## src/rtl/pc_pkg.sv

```systemverilog
// Shared types and widths for the PC / instruction-fetch stage.
package pc_pkg;
  localparam int PC_W = 32;
  localparam logic [PC_W-1:0] DEFAULT_INSTR_BYTES = 32'd4;

  typedef enum logic [1:0] {BOOT, RUN, HOLD} fetch_state_t;
endpackage

```

## src/rtl/pc_next_mux.sv

```systemverilog
// Adder operand selection and next-PC choice on an accepted request; purely combinational.
module pc_next_mux
  import pc_pkg::*;
#(
  parameter logic [PC_W-1:0] INSTR_BYTES = DEFAULT_INSTR_BYTES
) (
  input  logic            br_taken,
  input  logic [PC_W-1:0] br_pc,
  input  logic [PC_W-1:0] br_offset,
  input  logic [PC_W-1:0] pc,
  input  logic            redir_pend,
  input  logic [PC_W-1:0] redir_pc,
  input  logic [PC_W-1:0] pc_add_sum,
  output logic [PC_W-1:0] add_a,
  output logic [PC_W-1:0] add_b,
  output logic [PC_W-1:0] hs_next_pc
);
  assign add_a = br_taken ? br_pc : pc;
  assign add_b = br_taken ? br_offset : INSTR_BYTES;

  // A same-cycle branch is newer than any buffered redirect, so it wins.
  assign hs_next_pc = (redir_pend && !br_taken) ? redir_pc : pc_add_sum;
endmodule

```

## src/rtl/pc_fetch.sv

```systemverilog
// PC register and fetch request stage: one request per accepted cycle, fetch_valid 1 cycle after handshake.
// Backpressure: an unaccepted request is held with a stable address; redirects arriving meanwhile are buffered.
module pc_fetch
  import pc_pkg::*;
#(
  parameter logic [PC_W-1:0] RESET_PC    = '0,
  parameter logic [PC_W-1:0] INSTR_BYTES = DEFAULT_INSTR_BYTES
) (
  input  logic            clk,
  input  logic            reset,
  input  logic            stall,
  input  logic            br_taken,
  input  logic [PC_W-1:0] br_pc,
  input  logic [PC_W-1:0] br_offset,
  output logic [PC_W-1:0] pc_add_a,
  output logic [PC_W-1:0] pc_add_b,
  input  logic [PC_W-1:0] pc_add_sum,
  output logic            imem_req_valid,
  input  logic            imem_req_ready,
  output logic [PC_W-1:0] imem_addr,
  output logic            fetch_valid,
  output logic [PC_W-1:0] fetch_pc
);
  fetch_state_t    state_q;
  logic [PC_W-1:0] pc_q;
  logic [PC_W-1:0] redir_pc_q;
  logic            redir_pend_q;
  logic            fetch_valid_q;
  logic [PC_W-1:0] fetch_pc_q;
  logic [PC_W-1:0] hs_next_pc;
  logic            hs;

  pc_next_mux #(.INSTR_BYTES(INSTR_BYTES)) u_next_mux (
    .br_taken   (br_taken),
    .br_pc      (br_pc),
    .br_offset  (br_offset),
    .pc         (pc_q),
    .redir_pend (redir_pend_q),
    .redir_pc   (redir_pc_q),
    .pc_add_sum (pc_add_sum),
    .add_a      (pc_add_a),
    .add_b      (pc_add_b),
    .hs_next_pc (hs_next_pc)
  );

  // Once raised, a request stays up in HOLD even if stall asserts.
  assign imem_req_valid = (state_q == HOLD) || ((state_q == RUN) && !stall);
  assign imem_addr      = pc_q;
  assign hs             = imem_req_valid && imem_req_ready;
  assign fetch_valid    = fetch_valid_q;
  assign fetch_pc       = fetch_pc_q;

  always_ff @(posedge clk) begin
    if (reset) begin
      state_q       <= BOOT;
      pc_q          <= RESET_PC;
      redir_pc_q    <= '0;
      redir_pend_q  <= 1'b0;
      fetch_valid_q <= 1'b0;
      fetch_pc_q    <= '0;
    end else begin
      fetch_valid_q <= 1'b0;
      case (state_q)
        BOOT: begin
          state_q <= RUN;
          if (br_taken) pc_q <= pc_add_sum;
        end
        RUN, HOLD: begin
          if (hs) begin
            state_q      <= RUN;
            pc_q         <= hs_next_pc;
            redir_pend_q <= 1'b0;
            // Any redirect tied to this handshake squashes the fetched word.
            if (!br_taken && !redir_pend_q) begin
              fetch_valid_q <= 1'b1;
              fetch_pc_q    <= pc_q;
            end
          end else if (state_q == HOLD) begin
            if (br_taken) begin
              redir_pc_q   <= pc_add_sum;
              redir_pend_q <= 1'b1;
            end
          end else begin
            if (imem_req_valid) state_q <= HOLD;
            if (br_taken) pc_q <= pc_add_sum;
          end
        end
        default: state_q <= BOOT;
      endcase
    end
  end
endmodule

```

## config.mk

```make
export PLATFORM = sky130hd
export DESIGN_NAME = pc_fetch
export DESIGN_NICKNAME = d
export VERILOG_FILES = /design/src/rtl/pc_pkg.sv /design/src/rtl/pc_next_mux.sv /design/src/rtl/pc_fetch.sv
export SDC_FILE = /design/constraint.sdc
export NUM_CORES = 1
export LEC_CHECK = 0
export BUFFER_PORTS_ARGS = -buffer_cell sky130_fd_sc_hd__buf_2
export CAP_MARGIN = 20
export CELL_PAD_IN_SITES_DETAIL_PLACEMENT = 1
export CELL_PAD_IN_SITES_GLOBAL_PLACEMENT = 2
export CORE_MARGIN = 2
export CORE_UTILIZATION = 29
export CTS_BUF_LIST = sky130_fd_sc_hd__clkbuf_16
export CTS_CLUSTER_DIAMETER = 80
export DETAILED_ROUTE_END_ITERATION = 16
export GPL_ROUTABILITY_DRIVEN = 0
export PLACE_DENSITY_LB_ADDON = 0.1
export SYNTH_ARGS = -nofsm -noshare
export SYNTH_HDL_FRONTEND = slang
export SYNTH_SLANG_ARGS = --single-unit
```

## constraint.sdc

```tcl
create_clock -name clk -period 4.01 [get_ports clk]
set_clock_uncertainty 0.15 [all_clocks]
set_input_delay 0.6015 -clock clk [delete_from_list [all_inputs] [get_ports clk]]
set_output_delay 0.6015 -clock clk [all_outputs]
set_load 0.005 [all_outputs]
```

---- After elaboration in Yosys (flattened, before gate mapping) ----
Index checks and enable logic that the tools add are counted.
operators by class
  add/subtract/negate cells ............... 0
  multiply operators ...................... 0
  div/mod/pow operators ................... 0
  magnitude comparators ................... 0
  equal/unequal tests ..................... 4
  shift operators ......................... 0
  multiplexer cells ....................... 15
  bitwise gates (word level) .............. 2
  reduce and logical (&&, ||, !) cells .... 19
operators with widths
  kind                                                              count
  32-bit two-way mux                                                6
  32-bit case mux with 2 select lines                               1
  2-bit two-way mux                                                 3
  3-bit inequality test (second input constant)                     2
  3-bit AND reduction                                               2
  2-bit nonzero test                                                3
  1-bit logical AND                                                 4
  1-bit two-way mux                                                 4
  2-bit case mux with 2 select lines                                1
  2-bit AND reduction                                               2
  4-bit AND reduction                                               1
  1-bit zero test                                                   3
  3-bit OR reduction                                                1
  2-bit by 1-bit == test with 1-bit output (second input constant)  1
  2-bit == test (second input constant)                             1
  2-bit zero test                                                   1
  1-bit NOT                                                         2
  2-bit OR reduction                                                1
  1-bit logical OR                                                  1
storage, ports and cells
  flip-flop bits (word level) ............. 100
  bits in latches ......................... 0
  RAM bits ................................ 0
  ROM bits ................................ 0
  input bits .............................. 101
  output and inout port bits .............. 130
  memories ................................ 0

---- Depth between registers and ports, before layout ----
  depth in word-level cells ............... 7
  mapped depth ............................ 9

---- Hierarchy ----
A second synthesis with hierarchy kept.
unflattened totals
  cells, all modules ...................... 602
  area total of the unflattened synthesis .. 5207.5 um^2
by module, submodules not included
  module       instances  cells an instance  area an instance (um^2)  seq. area each (um^2)
  pc_fetch     1          494                4076.4                   2001.9
  pc_next_mux  1          108                1131.1                   0.0

---- Worst setup path after synthesis ----
Ideal clock, no wire load.
  path kind ............................... input-to-output
  start point ............................. input br_taken
  end point ............................... output pc_add_a[19]
  arrival time ............................ 1.492 ns
  path slack .............................. 1.766 ns
  stages on the path ...................... 4
  path through ............................ buf_6 > buf_2 > buf_2 > mux2_2
between the ends
  word-level cells in the longest chain between the ends .. 1
ends and longest elaborated chain
  item                RTL line           source
  start, declared     pc_fetch.sv:12     input logic br_taken,
  32-bit two-way mux  pc_next_mux.sv:18  assign add_a = br_taken ? br_pc : pc;
  end, declared       pc_fetch.sv:15     output logic [PC_W-1:0] pc_add_a,
Every way passes these cells.

---- Worst setup path in the final report ----
  start point ............................. input br_taken
  end point ............................... output pc_add_a[24]
Same word-level chain as after synthesis.

==> impl_summary.md <==
STA
The final number of setup-violating endpoints is 0. The fmax is 373 MHz. Setup repair after global routing left no endpoint under its margin. At the pin with the least slew margin, the transition time is 0.933 ns. The time the worst path needs with I/O delays and setup is 2.68 ns.

The max-slew violation total from the final report was 0. The total negative slack for setup checks is 0 ns. Of the available clock period, the critical path in the final layout requires 66.8%. The number of hold-slack violations in the final timing report is 0. Headroom to the max-slew limit came out at 37.7%.

Placement
The number of port buffers is 230. The number of placed instances with taps included is 1012. Summed over all nets, the half-perimeter wirelength after detailed placement is 12.1 mm.

CTS
Buffers added to address setup during post-CTS repair amount to 0. The number of cells upsized or downsized after cts is 0. The number of buffers created by CTS is 9. The clock network latency to the later pin of the worst-skew pair is 0.35 ns. The clock-pin slew on the worst setup and hold paths is 0.06 ns. The root cell of the clock tree is clkbuf_16.

After clock tree synthesis, the flow added hold-fix buffers numbering 0. The number of buffers on the longest clock path is 2. The H-tree was split into 3 levels. The clock tree from TritonCTS is done. Clock tree synthesis found a total of 100 sinks.

Pwr
Dividing total power by cell area gives a power density of 361 nW/um2. The worst voltage drop across the vdd grid is 0.226 mV. For this design the static power due to leakage is 3.23 nW. The total power is 2.46 mW.

Drt
The detailed-routing wirelength on met1 is 7.77 mm. Summed over all nets, wire length on met2 after detailed routing comes to 9.62 mm. The total routed wirelength is 18.2 mm.

The highest metal layer carrying signal wires in the routed design is met4. The detail route stage leaves a number of antenna-violating nets equal to 0. The routed length on met3 is 572 um.

The iteration-0 DRC count of the detailed router is 175. The per-cell via count in the routed design is 5.04. In the final routed layout, each cell accounts on average for 17.7 um. The iteration count of the initial detailed-routing pass is 4. For this run, design rule violations remaining after detail routing come to 0. Across all layers, the routed design uses 5187 vias.

Yosys
The mapped cell area is 5300 um2. The post-synthesis cell count is 602. The Yosys step of the flow raised 0 warnings. After synthesis, the most frequently instantiated cells are dfxtp_1 (100), nand2_1 (97), mux2_2 (75). By area the synthesized netlist is led by dfxtp_1 (38%), mux2_2 (16%), nand2_1 (6.9%).

The library cell occupying the most area in the post-synthesis netlist is dfxtp_1. The number of different library cells in the post-synthesis netlist is 31. In this run, synthesis inferred 0 flip-flops with an integrated enable.

The leading cell type by number of instances after synthesis is dfxtp_1. The fraction of registers with async set or reset after synthesis is 0%. The synthesized net count is 707. The top cell type's share of synthesized area is 37.8%. The most instantiated flip-flop cell in the synthesis netlist is dfxtp_1. The synthesized design contains 100 register bits. Sequential cells were found to cover 37.8% of the synthesized design area.

A synthesized cell averages 8.81 um2.

Critical path
Data on the critical path is required at its endpoint by 3.26 ns. The critical path is of the primary input to output port type. The nature of the critical path startpoint is a primary input. Among all stages on the critical path, the largest delay is contributed by buf_4. The stage delay of the slowest cell on the critical path is 0.40 ns. STA classifies the critical path endpoint as an output port. Along the worst path, the maximum fanout reaches 67. At the worst endpoint, the arrival time is 1.93 ns.

Traced cell by cell, the critical path runs through buf_4 > buf_12 > mux2_2 > buf_2.

Layout
Excluding fillers, the count of instances in the completed layout stands at 1029. From synthesis to final layout, the design area changed by 28.6%. The post-layout net count is 900. After filler insertion, the fill cell instance count of the layout stands at 2205. The share of layout cells above drive strength 1 is 42.0%. The number of antenna diodes in the final layout is 0.

Flow run
The max-cap violation count is 0.

Floorplan
The vertical die dimension is 139 um. The floorplan step set the die width to 139 um. The die area is 19400 um2. The standard-cell row count is 49. The core region is 18000 um2. The number of I/O pins is 231. The initial utilization of the core area, before any placement, comes to 29.5%.

Global route
The global-route congestion overflow total is 0. The number of antenna violations at the first check in global routing is 0. Entering global routing, the biggest net connects 102 pins. Global routing used 18.3% of the available tracks. The via count of the first global-routing pass is 5387.

The first global-routing pass estimated 29.0 mm of wire.

Hold path
The worst hold path belongs to the class flop to flop.

Run status
The run finished with clean final reports.
-- metal layers --
layer	vias to the layer above	global-route usage, %
li1	2494	-
met1	2568	22.0
met2	106	34.0
met3	19	2.44
met4	0	5.21
met5	-	0
-- flip-flops by register name, summed over array words and instances, names as in the netlist --
| name | count |
|---|---|
| state_q | 2 |
| fetch_valid | 1 |
| redir_pc_q | 32 |
| redir_pend_q | 1 |
| fetch_pc | 32 |
| imem_addr | 32 |
-- per-stage QoR --
step / hold slack (ns) / worst slack [ns] / utilization, % / cell area [um2]
after floorplan: 0.284 / 1.77 / - / 5300
after global placement: 0.289 / 1.35 / 36.2 / 6510
after detailed placement: 0.298 / 1.30 / 36.2 / 6510
after CTS: 0.308 / 1.32 / 37.9 / 6800
after global routing: 0.333 / 1.20 / 38.0 / 6820
final: 0.309 / 1.33 / 38.0 / 6820
-- power by group --
part           internal [mW]  switching [mW]  total, mW
registers               1.04          0.0542       1.09
clock network          0.483           0.403      0.886
logic                  0.246           0.239      0.485
total                   1.77           0.697       2.46
-- worst max-delay path, delay by kind of cell --
kind	cells	cell delay, ns
buf+inv	3	0.87
mux	1	0.38
-- path summary, 6_finish.rpt --
kind	startpoint	endpoint	slack (ns)	cells past startpoint
max	br_taken	pc_add_a[24]	1.33	4
min	redir_pc_q[1]	redir_pc_q[1]	0.31	2
max reg2reg	state_q[1]	fetch_pc[3]	1.41	7
min reg2reg	redir_pc_q[1]	redir_pc_q[1]	0.31	2
-- cells by family after synthesis --
group / synth area share, %
and+or+nand+nor: 21.5
muxes: 22.0
DFF: 37.8
AOI/OAI and AO/OA: 11.7
buffers and inverters: 6.21
adders and majority gates: 0.944
-- layout make-up --
type / instances / area (um2) / area share [%]
inverters: 2 / 7.51 / 0.110
well taps: 229 / 287 / 4.20
multi-input cells: 444 / 2980 / 43.7
repair buffers: 238 / 1250 / 18.4
clock inverters: 7 / 66.3 / 0.972
flip-flops and latches: 100 / 2000 / 29.4
clock buffers: 9 / 225 / 3.30
-- cells in the final DEF (no fill, tap or decap), drive strengths merged, types with 3 or more instances in the layout --
cell type  netlist  routed
a21oi           32      32
a31oi           33      33
and2            31      31
buf             37     238
clkbuf          19       9
clkinv           0       5
dfxtp          100     100
ha               4       4
inv              2       3
mux2            75      75
mux2i           32      32
nand2           97      97
nand2b          24      24
nand3           43      43
nor2            39      39
o2111ai         22      22
or2              3       3
Note: power is estimated with default switching activity, not from simulation.
